### src/rtl/muldiv_pkg.sv
// Shared types and helpers for the HI/LO multiply/divide sequencer.
package muldiv_pkg;

  localparam int MD_WIDTH   = 32;
  localparam int MD_LATENCY = MD_WIDTH + 2;

  typedef enum logic [1:0] {
    MD_MULT  = 2'b00,
    MD_MULTU = 2'b01,
    MD_DIV   = 2'b10,
    MD_DIVU  = 2'b11
  } md_op_t;

  typedef enum logic [1:0] {
    MD_IDLE,
    MD_RUN,
    MD_FIX
  } md_state_t;

  function automatic logic [MD_WIDTH-1:0] abs_val(input logic [MD_WIDTH-1:0] v);
    return v[MD_WIDTH-1] ? (~v + 1'b1) : v;
  endfunction

endpackage

### src/rtl/muldiv_step.sv
// One combinational iteration: shift-add multiply or restoring-divide step.
module muldiv_step #(
  parameter int WIDTH = 32
) (
  input  logic               is_div,
  input  logic [2*WIDTH-1:0] acc,
  input  logic [WIDTH-1:0]   opnd,
  output logic [2*WIDTH-1:0] acc_next
);

  logic [WIDTH:0] sum;
  logic [WIDTH:0] rem_sh;
  logic [WIDTH:0] diff;
  logic           ge;

  always_comb begin
    sum    = {1'b0, acc[2*WIDTH-1:WIDTH]} + {1'b0, opnd};
    // remainder gains one bit on the shift, so the trial subtract is WIDTH+1 wide
    rem_sh = acc[2*WIDTH-1:WIDTH-1];
    diff   = rem_sh - {1'b0, opnd};
    ge     = (rem_sh >= {1'b0, opnd});
    acc_next = '0;
    if (is_div) begin
      if (ge) acc_next = {diff[WIDTH-1:0], acc[WIDTH-2:0], 1'b1};
      else    acc_next = {rem_sh[WIDTH-1:0], acc[WIDTH-2:0], 1'b0};
    end else begin
      if (acc[0]) acc_next = {sum, acc[WIDTH-1:1]};
      else        acc_next = {1'b0, acc[2*WIDTH-1:1]};
    end
  end

endmodule

### src/rtl/muldiv_sequencer.sv
// Multi-cycle HI/LO controller for MULT/MULTU/DIV/DIVU with MTHI/MTLO and stall generation.
module muldiv_sequencer
  import muldiv_pkg::*;
#(
  parameter int WIDTH = 32,
  parameter int CNT_W = $clog2(WIDTH) + 1
) (
  input  logic             clk,
  input  logic             rst,
  input  logic             start,
  input  logic [1:0]       op,
  input  logic [WIDTH-1:0] operand_a,
  input  logic [WIDTH-1:0] operand_b,
  input  logic             hilo_read,
  input  logic             mt_hi,
  input  logic             mt_lo,
  input  logic [WIDTH-1:0] mt_data,
  output logic             busy,
  output logic             done,
  output logic             div_zero,
  output logic             hold,
  output logic [WIDTH-1:0] hi,
  output logic [WIDTH-1:0] lo
);

  md_state_t          state_q, state_n;
  logic [CNT_W-1:0]   cnt_q, cnt_n;
  logic [2*WIDTH-1:0] acc_q, acc_n, step_out;
  logic [WIDTH-1:0]   opnd_q, opnd_n;
  logic               is_div_q, is_div_n;
  logic               neg_q, neg_n;
  logic               rem_neg_q, rem_neg_n;
  logic               bzero_q, bzero_n;
  logic [WIDTH-1:0]   hi_n, lo_n;
  logic               busy_n, done_n, div_zero_n;

  md_op_t             op_e;
  logic               signed_op, a_neg, b_neg;
  logic [WIDTH-1:0]   abs_a, abs_b;
  logic [2*WIDTH-1:0] prod;
  logic [WIDTH-1:0]   quot, rem;

  muldiv_step #(.WIDTH(WIDTH)) u_step (
    .is_div   (is_div_q),
    .acc      (acc_q),
    .opnd     (opnd_q),
    .acc_next (step_out)
  );

  assign hold = busy & (start | hilo_read | mt_hi | mt_lo);

  always_comb begin
    op_e      = md_op_t'(op);
    signed_op = (op_e == MD_MULT) || (op_e == MD_DIV);
    a_neg     = signed_op & operand_a[WIDTH-1];
    b_neg     = signed_op & operand_b[WIDTH-1];
    abs_a     = a_neg ? (~operand_a + 1'b1) : operand_a;
    abs_b     = b_neg ? (~operand_b + 1'b1) : operand_b;
    prod      = neg_q ? (~acc_q + 1'b1) : acc_q;
    quot      = neg_q ? (~acc_q[WIDTH-1:0] + 1'b1) : acc_q[WIDTH-1:0];
    rem       = rem_neg_q ? (~acc_q[2*WIDTH-1:WIDTH] + 1'b1) : acc_q[2*WIDTH-1:WIDTH];

    state_n    = state_q;
    cnt_n      = cnt_q;
    acc_n      = acc_q;
    opnd_n     = opnd_q;
    is_div_n   = is_div_q;
    neg_n      = neg_q;
    rem_neg_n  = rem_neg_q;
    bzero_n    = bzero_q;
    hi_n       = hi;
    lo_n       = lo;
    busy_n     = busy;
    done_n     = 1'b0;
    div_zero_n = 1'b0;

    unique case (state_q)
      MD_IDLE: begin
        if (start) begin
          state_n   = MD_RUN;
          cnt_n     = '0;
          busy_n    = 1'b1;
          is_div_n  = op[1];
          neg_n     = a_neg ^ b_neg;
          rem_neg_n = a_neg;
          bzero_n   = (operand_b == '0);
          // multiply walks the multiplier in the low half; divide shifts the dividend out of it
          if (op[1]) begin
            acc_n  = {{WIDTH{1'b0}}, abs_a};
            opnd_n = abs_b;
          end else begin
            acc_n  = {{WIDTH{1'b0}}, abs_b};
            opnd_n = abs_a;
          end
        end else begin
          if (mt_hi) hi_n = mt_data;
          if (mt_lo) lo_n = mt_data;
        end
      end
      MD_RUN: begin
        acc_n = step_out;
        cnt_n = cnt_q + 1'b1;
        if (cnt_q == CNT_W'(WIDTH - 1)) state_n = MD_FIX;
      end
      MD_FIX: begin
        state_n = MD_IDLE;
        busy_n  = 1'b0;
        done_n  = 1'b1;
        if (is_div_q) begin
          if (bzero_q) begin
            div_zero_n = 1'b1;
          end else begin
            lo_n = quot;
            hi_n = rem;
          end
        end else begin
          hi_n = prod[2*WIDTH-1:WIDTH];
          lo_n = prod[WIDTH-1:0];
        end
      end
      default: state_n = MD_IDLE;
    endcase
  end

  always_ff @(posedge clk) begin
    if (rst) begin
      state_q   <= MD_IDLE;
      cnt_q     <= '0;
      acc_q     <= '0;
      opnd_q    <= '0;
      is_div_q  <= 1'b0;
      neg_q     <= 1'b0;
      rem_neg_q <= 1'b0;
      bzero_q   <= 1'b0;
      hi        <= '0;
      lo        <= '0;
      busy      <= 1'b0;
      done      <= 1'b0;
      div_zero  <= 1'b0;
    end else begin
      state_q   <= state_n;
      cnt_q     <= cnt_n;
      acc_q     <= acc_n;
      opnd_q    <= opnd_n;
      is_div_q  <= is_div_n;
      neg_q     <= neg_n;
      rem_neg_q <= rem_neg_n;
      bzero_q   <= bzero_n;
      hi        <= hi_n;
      lo        <= lo_n;
      busy      <= busy_n;
      done      <= done_n;
      div_zero  <= div_zero_n;
    end
  end

endmodule

### config.mk
export PLATFORM = sky130hd
export DESIGN_NAME = muldiv_sequencer
export DESIGN_NICKNAME = d
export VERILOG_FILES = /design/src/rtl/muldiv_pkg.sv /design/src/rtl/muldiv_step.sv /design/src/rtl/muldiv_sequencer.sv
export SDC_FILE = /design/constraint.sdc
export NUM_CORES = 1
export LEC_CHECK = 0
export CORE_MARGIN = 8
export CORE_UTILIZATION = 58
export DETAILED_ROUTE_END_ITERATION = 10
export PLACE_DENSITY = 0.82
export SYNTH_ARGS = -nofsm -noshare
export SYNTH_HDL_FRONTEND = slang
export SYNTH_SLANG_ARGS = --single-unit
### constraint.sdc
create_clock -name clk -period 4.6 [get_ports clk]
set_clock_uncertainty 0.2 [all_clocks]
set_input_delay 0.92 -clock clk [delete_from_list [all_inputs] [get_ports clk]]
set_output_delay 0.92 -clock clk [all_outputs]
set_load 0.01 [all_outputs]
# Word-level counts from Yosys, hierarchy flattened
# Index checks and enable logic that the tools add are counted.
[classes]
bitwise = 14
n_reduce_logical = 13
n_mux = 31
n_eq_ne = 10
n_lt_le_gt_ge = 1
addsub = 8
[op_table]
columns = ["operator", "n"]
rows = [
  ["32-bit two-way mux", 14],
  ["64-bit two-way mux", 5],
  ["32-bit by 1-bit adder with 32-bit output, second input constant", 4],
  ["32-bit inverter", 4],
  ["32-bit case mux with 2 select lines", 2],
  ["64-bit case mux with 2 select lines", 1],
  ["64-bit by 1-bit adder with 64-bit output, second input constant", 1],
  ["64-bit inverter", 1],
  ["32-bit by 32-bit adder with 33-bit output", 1],
  ["33-bit by 32-bit >= comparator with 1-bit output", 1],
  ["32-bit zero test", 1],
  ["32-bit subtractor", 1],
  ["6-bit case mux with 2 select lines", 1],
  ["2-bit inequality test, second input constant", 5],
  ["2-bit AND reduction", 4],
  ["4-bit AND reduction", 2],
  ["6-bit by 1-bit adder with 6-bit output, second input constant", 1],
  ["6-bit by 5-bit == test with 1-bit output, second input constant", 1],
  ["6-bit two-way mux", 1],
  ["2-bit == test, second input constant", 2],
  ["2-bit zero test", 2],
  ["2-bit two-way mux", 2],
  ["2-bit case mux with 2 select lines", 1],
  ["2-bit nonzero test", 2],
  ["10 further kinds", 17],
]
[totals]
reg_bits = 175
input_bits = 104

# Logic depth before layout (Yosys ltp)
# Gate-level depths: netlist of the first run.
[depth]
word_depth = 7
depth_mapped = 14
ltp_nobuf = 13

# Modules after synthesis
# From an unflattened synthesis of the first run, not the netlist that was laid out.
[hier_totals]
cells_unflattened = 2084
hier_area_um2 = 15603.7
[modules_own_cells]
columns = ["module", "seq_area_each_um2", "instances", "cells_per_inst", "area_per_inst_um2"]
rows = [
  ["muldiv_sequencer", 3503.4, 1, 1332, 10483.8],
  ["muldiv_step", 0.0, 1, 752, 5119.9],
]

# Worst setup path before layout of the first run
# Ideal clock, no wire load.
[synth_path]
path_kind = "input port to flip-flop"
start = "input operand_a[17]"
end = "register acc_q[30]"
path_slack_ps = 707
n_path_buf = 0
setup_time_ps = 95
arrival_time_ps = 3597
cell_stages = 9
path_cell_list = "or4_4 -> or3_4 -> or4_4 -> or4_4 -> nor3_1 -> a21oi_1 -> xnor2_1 -> a211o_1 -> a221oi_1"
[synth_between]
elab_chain_cells = 6
[synth_rtl]
columns = ["item", "line", "text"]
rows = [
  ["start: declaration", "muldiv_sequencer.sv:12", "input logic [WIDTH-1:0] operand_a,"],
  ["32-bit inverter", "muldiv_sequencer.sv:57", "abs_a = a_neg ? (~operand_a + 1'b1) : operand_a;"],
  ["32-bit by 1-bit adder with 32-bit output", "muldiv_sequencer.sv:57", ""],
  ["32-bit two-way mux", "muldiv_sequencer.sv:57", ""],
  ["32-bit two-way mux", "muldiv_sequencer.sv:88", "if (op[1]) begin"],
  ["64-bit two-way mux", "muldiv_sequencer.sv:79", "if (start) begin"],
  ["64-bit case mux with 2 select lines", "muldiv_sequencer.sv:77", "unique case (state_q)"],
  ["end signal: assignment", "muldiv_sequencer.sv:143", "acc_q <= acc_n;"],
  ["end: declaration", "muldiv_sequencer.sv:28", "logic [2*WIDTH-1:0] acc_q, acc_n, step_out;"],
]
# Every way passes these cells. The select of a mux whose other input is x is not followed.
# A chain may end at the register's enable or synchronous reset.

# Final worst setup path of the first run
# Same ends and word-level chain as after synthesis.

==> out/results.md, run 1 <==
| Group | Parameter | Reported |
|:---|:---|:---|
| timing | Clock period minus worst slack | 4.11 ns |
| yosys | Number of flops mapped to enable cells by yosys | 0 |
| clocking | Number of buffers added for setup after CTS | 0 |
| min path | Worst min-delay path class | flip-flop to flip-flop |
| clocking | Clock slew seen by the registers of the worst setup and hold paths | 0.08 ns |
| route | Final ANT Viol Nets | 0 |
| clocking | Clock latency on the worst-skew pair | 0.45 ns |
| clocking | TritonCTS clock tree | built |
| timing | Setup repair after global routing missed its margin | false |
| finish | Highest-count cells in the layout ignoring fill and taps | sky130_fd_sc_hd__nand2_1, sky130_fd_sc_hd__a21oi_1, sky130_fd_sc_hd__nor2_1 |
| route | Vias after detailed routing | 16400 |
| clocking | Number of buffers created by CTS | 17 |
| yosys | Primary FF master, synth | sky130_fd_sc_hd__dfxtp_1 |
| route | DRC violation count after routing | 0 |
| yosys | Sequential element share of the synthesized area | 23.6% |
| yosys | Xor-xnor portion of the synthesized cell area | 9.16% |
| global routing | Total global routing track utilization | 34.5% |
| clocking | Number of levels in the clock H-tree | 4 |
| finish | Fraction of final layout cells with drive strength greater than 1 | 6.01% |
| timing | Worst hold slack across all endpoints | 0.257 ns |
| timing | Setup TNS | 0 ns |
| yosys | Synth Area per Inst | 7.25 um^2 |
| yosys | Multiplexer area fraction after synthesis | 3.43% |
| timing | Rel. slew slack | 44.8% |
| yosys | Area fraction in compound gates after synthesis | 31.7% |
| clocking | Root cell of the clock tree | sky130_fd_sc_hd__clkbuf_16 |
| clocking | Max Buffers Root-to-Sink | 2 |
| global routing | Number of global-route vias before repair | 15300 |
| timing | Number of max-slew violations in the final report | 0 |
| route | Post-DR vias/cell | 6.60 |
| pwr | Maximum vdd ir drop | 0.199 mV |
| die | Floorplan Core Area | 0.0251 mm^2 |
| finish | Synth-to-Final Area Change | 17.8% |
| timing | Slew at the pin closest to its max-slew limit | 0.822 ns |
| timing | Finish-stage setup viols | 0 |
| global routing | Grt ovf | 0 |
| placement | Estimated wirelength of the detail-placed design | 42700 um |
| placement | Routability Congestion | 0.940 |
| worst setup path | Category of the worst setup path launch point | primary input |
| die | Ports | 172 |
| worst setup path | Maximum fanout encountered on the critical timing path | 4 |
| route | Wirelength, routed | 55200 um |
| finish | Count of inserted antenna diode cells | 0 |
| timing | Fmax | 243 MHz |
| die | Chip height | 176 um |
| route | First-pass detailed-route iteration total | 6 |
| global routing | Pin count of the biggest net entering global routing | 76 |
| worst setup path | Worst endpoint data arrival time | 4.26 ns |
| worst setup path | Crit path capture type | flip-flop |
| pwr | Leakage dissipation | 6.75 nW |
| run status | Result of the run | completed |
| yosys | Number of flip-flops and latches in the synthesized netlist | 175 |
| yosys | Fraction of synthesis flops using an asynchronous set or reset pin | 0% |
| die | Standard-cell row count | 58 |
| finish | Commonest non-fill, non-tap cell in the layout | sky130_fd_sc_hd__nand2_1 |
| die | Starting density of the core | 59.0% |
| finish | Net count reported at finish | 2310 |
| yosys | Post-synthesis share of cell area spent on and, or, nand and nor gates | 20.4% |
| timing | Fin crit share | 89.4% |
| worst setup path | Critical Path RT | 4.75 ns |
| worst setup path | Critical Setup Path Class | primary input to flip-flop |
| die | Die width | 176 um |
| global routing | First-pass GRT wire length | 84600 um |
| route | Starting DRT DRC Count | 1752 |
| yosys | Main combinational cell family by area after synthesis | compound AO/OA/AOI/OAI gates |
| global routing | Antenna violations before repair | 0 |
| yosys | Yosys warning count | 0 |
| run | Max-cap violations | 0 |
| yosys | Netlist area before placement | 0.0148 mm^2 |
| die | Area of the die | 0.0309 mm^2 |
| yosys | Net count of the mapped netlist | 2218 |
| clocking | Number of cells upsized or downsized after cts | 0 |
| placement | Port bufs | 171 |
| clocking | Number of sinks handled by clock tree synthesis | 175 |
| timing | Final hold violations | 0 |
| route | Wire per inst | 22.3 um |
| pwr | Total power per unit cell area | 281 mW/mm^2 |
| clocking | Hold buffer count at cts | 0 |
| yosys | Number of distinct standard cells referenced by the synthesized netlist | 76 |
| yosys | Cell count after synthesis | 2043 |
| yosys | Area share of fa/ha/maj cells after synthesis | 6.10% |
## flip-flops by register name (all words and copies together) (netlist names)
register / cells
acc_q: 64
busy: 1
bzero_q: 1
cnt_q: 6
div_zero: 1
done: 1
hi: 32
is_div_q: 1
lo: 32
neg_q: 1
opnd_q: 32
rem_neg_q: 1
state_q: 2
## path summary, 6_finish.rpt
path | from | endpoint | slack, ns | cells after the start
worst max-delay path | operand_a[17] | acc_q[30] | 0.49 | 10
worst min-delay path | hi[23] | hi[23] | 0.26 | 2
worst max register to register | acc_q[33] | acc_q[59] | 0.62 | 11
worst min register to register | hi[23] | hi[23] | 0.26 | 2
## cell families (layout without fill, tap and decap cells)
family,Yosys count,in the layout
buffers and inverters,216,321
muxes,50,50
and+or+nand+nor,660,660
DFF,175,175
AOI/OAI and AO/OA,716,716
xor gates and xnor gates,155,155
adders and majority gates,71,71
## where the power goes
group	leakage [nW]	switching, mW	total, mW	internal [mW]
clock	0.307	0.820	1.58	0.765
combinational	5.01	0.937	1.58	0.645
sequential	1.43	0.138	1.74	1.61
## Yosys cell counts, types with 14 or more instances
cell type,instances,share of area [%]
sky130_fd_sc_hd__nand2_1,227,5.8
sky130_fd_sc_hd__a21oi_1,214,7.2
sky130_fd_sc_hd__nor2_1,213,5.4
sky130_fd_sc_hd__dfxtp_1,175,24
sky130_fd_sc_hd__clkbuf_1,136,3.4
sky130_fd_sc_hd__o21ai_0,121,4.1
sky130_fd_sc_hd__a211oi_1,95,4.8
sky130_fd_sc_hd__xnor2_1,82,4.8
sky130_fd_sc_hd__xor2_1,73,4.3
sky130_fd_sc_hd__ha_1,69,5.8
sky130_fd_sc_hd__inv_1,56,1.4
sky130_fd_sc_hd__a21o_1,48,2.4
sky130_fd_sc_hd__mux2i_1,44,3.0
sky130_fd_sc_hd__nor3_1,39,1.3
sky130_fd_sc_hd__nand3_1,34,1.1
sky130_fd_sc_hd__o211ai_1,34,1.7
sky130_fd_sc_hd__a31oi_1,33,1.4
sky130_fd_sc_hd__o31ai_1,26,1.3
sky130_fd_sc_hd__nor2b_1,24,1.0
sky130_fd_sc_hd__buf_1,18,0.46
sky130_fd_sc_hd__nor4_1,17,0.72
sky130_fd_sc_hd__and3_1,16,0.68
sky130_fd_sc_hd__nand4_1,16,0.68
sky130_fd_sc_hd__o221ai_1,14,0.83
sky130_fd_sc_hd__o41ai_1,14,0.83
## metrics by stage
| step | total power, mW | cell area [um^2] | instances | worst slack, ns | util [%] |
|---|---|---|---|---|---|
| 2_1_floorplan | 2.76 | 14800 | 2043 | 0.707 | - |
| 4_1_cts | 4.88 | 17500 | 2478 | 0.537 | 69.5 |
| 5_1_grt | 5.11 | 17500 | 2478 | 0.363 | 69.5 |
| 6_report | 4.91 | 17500 | 2478 | 0.490 | 69.5 |
| 3_5_place_dp | 3.32 | 16800 | 2446 | 0.0926 | 66.9 |
| 3_3_place_gp | 3.29 | 16800 | 2446 | 0.133 | 66.9 |
## worst max-delay path: stages
cell and delay, ns:
sky130_fd_sc_hd__clkdlybuf4s50_1 0.46, sky130_fd_sc_hd__or4_4 0.56, sky130_fd_sc_hd__or3_4 0.36, sky130_fd_sc_hd__or4_4 0.46
sky130_fd_sc_hd__or4_4 0.47, sky130_fd_sc_hd__nor3_1 0.19, sky130_fd_sc_hd__a21oi_1 0.10, sky130_fd_sc_hd__xnor2_1 0.18
sky130_fd_sc_hd__a211o_1 0.30, sky130_fd_sc_hd__a221oi_1 0.26
## per-layer routing
metal | global-route usage, % | vias up | wire, um
li1 | - | 7643 | -
met1 | 44.1 | 7658 | 22700
met2 | 53.4 | 902 | 23800
met3 | 6.40 | 159 | 5260
met4 | 20.2 | 0 | 3360
met5 | 0 | - | 0
## cell type report
type	count	area, um^2
timing repair buffer	231	2170
clock buffer	17	425
clock inverter	15	216
tap	330	413
fill	2176	7660
sequential	175	3510
inverter	58	218
multi-input combinational	1652	10500
Power figures use the tool's default switching activity.
==> run 2, diff against run 1 <==
- CTS_CLUSTER_SIZE: default -> 30
- HOLD_SLACK_MARGIN: default -> 0.12
==> results of run 2 <==
Final layout, timing and power as in run 1 (identical DEF).
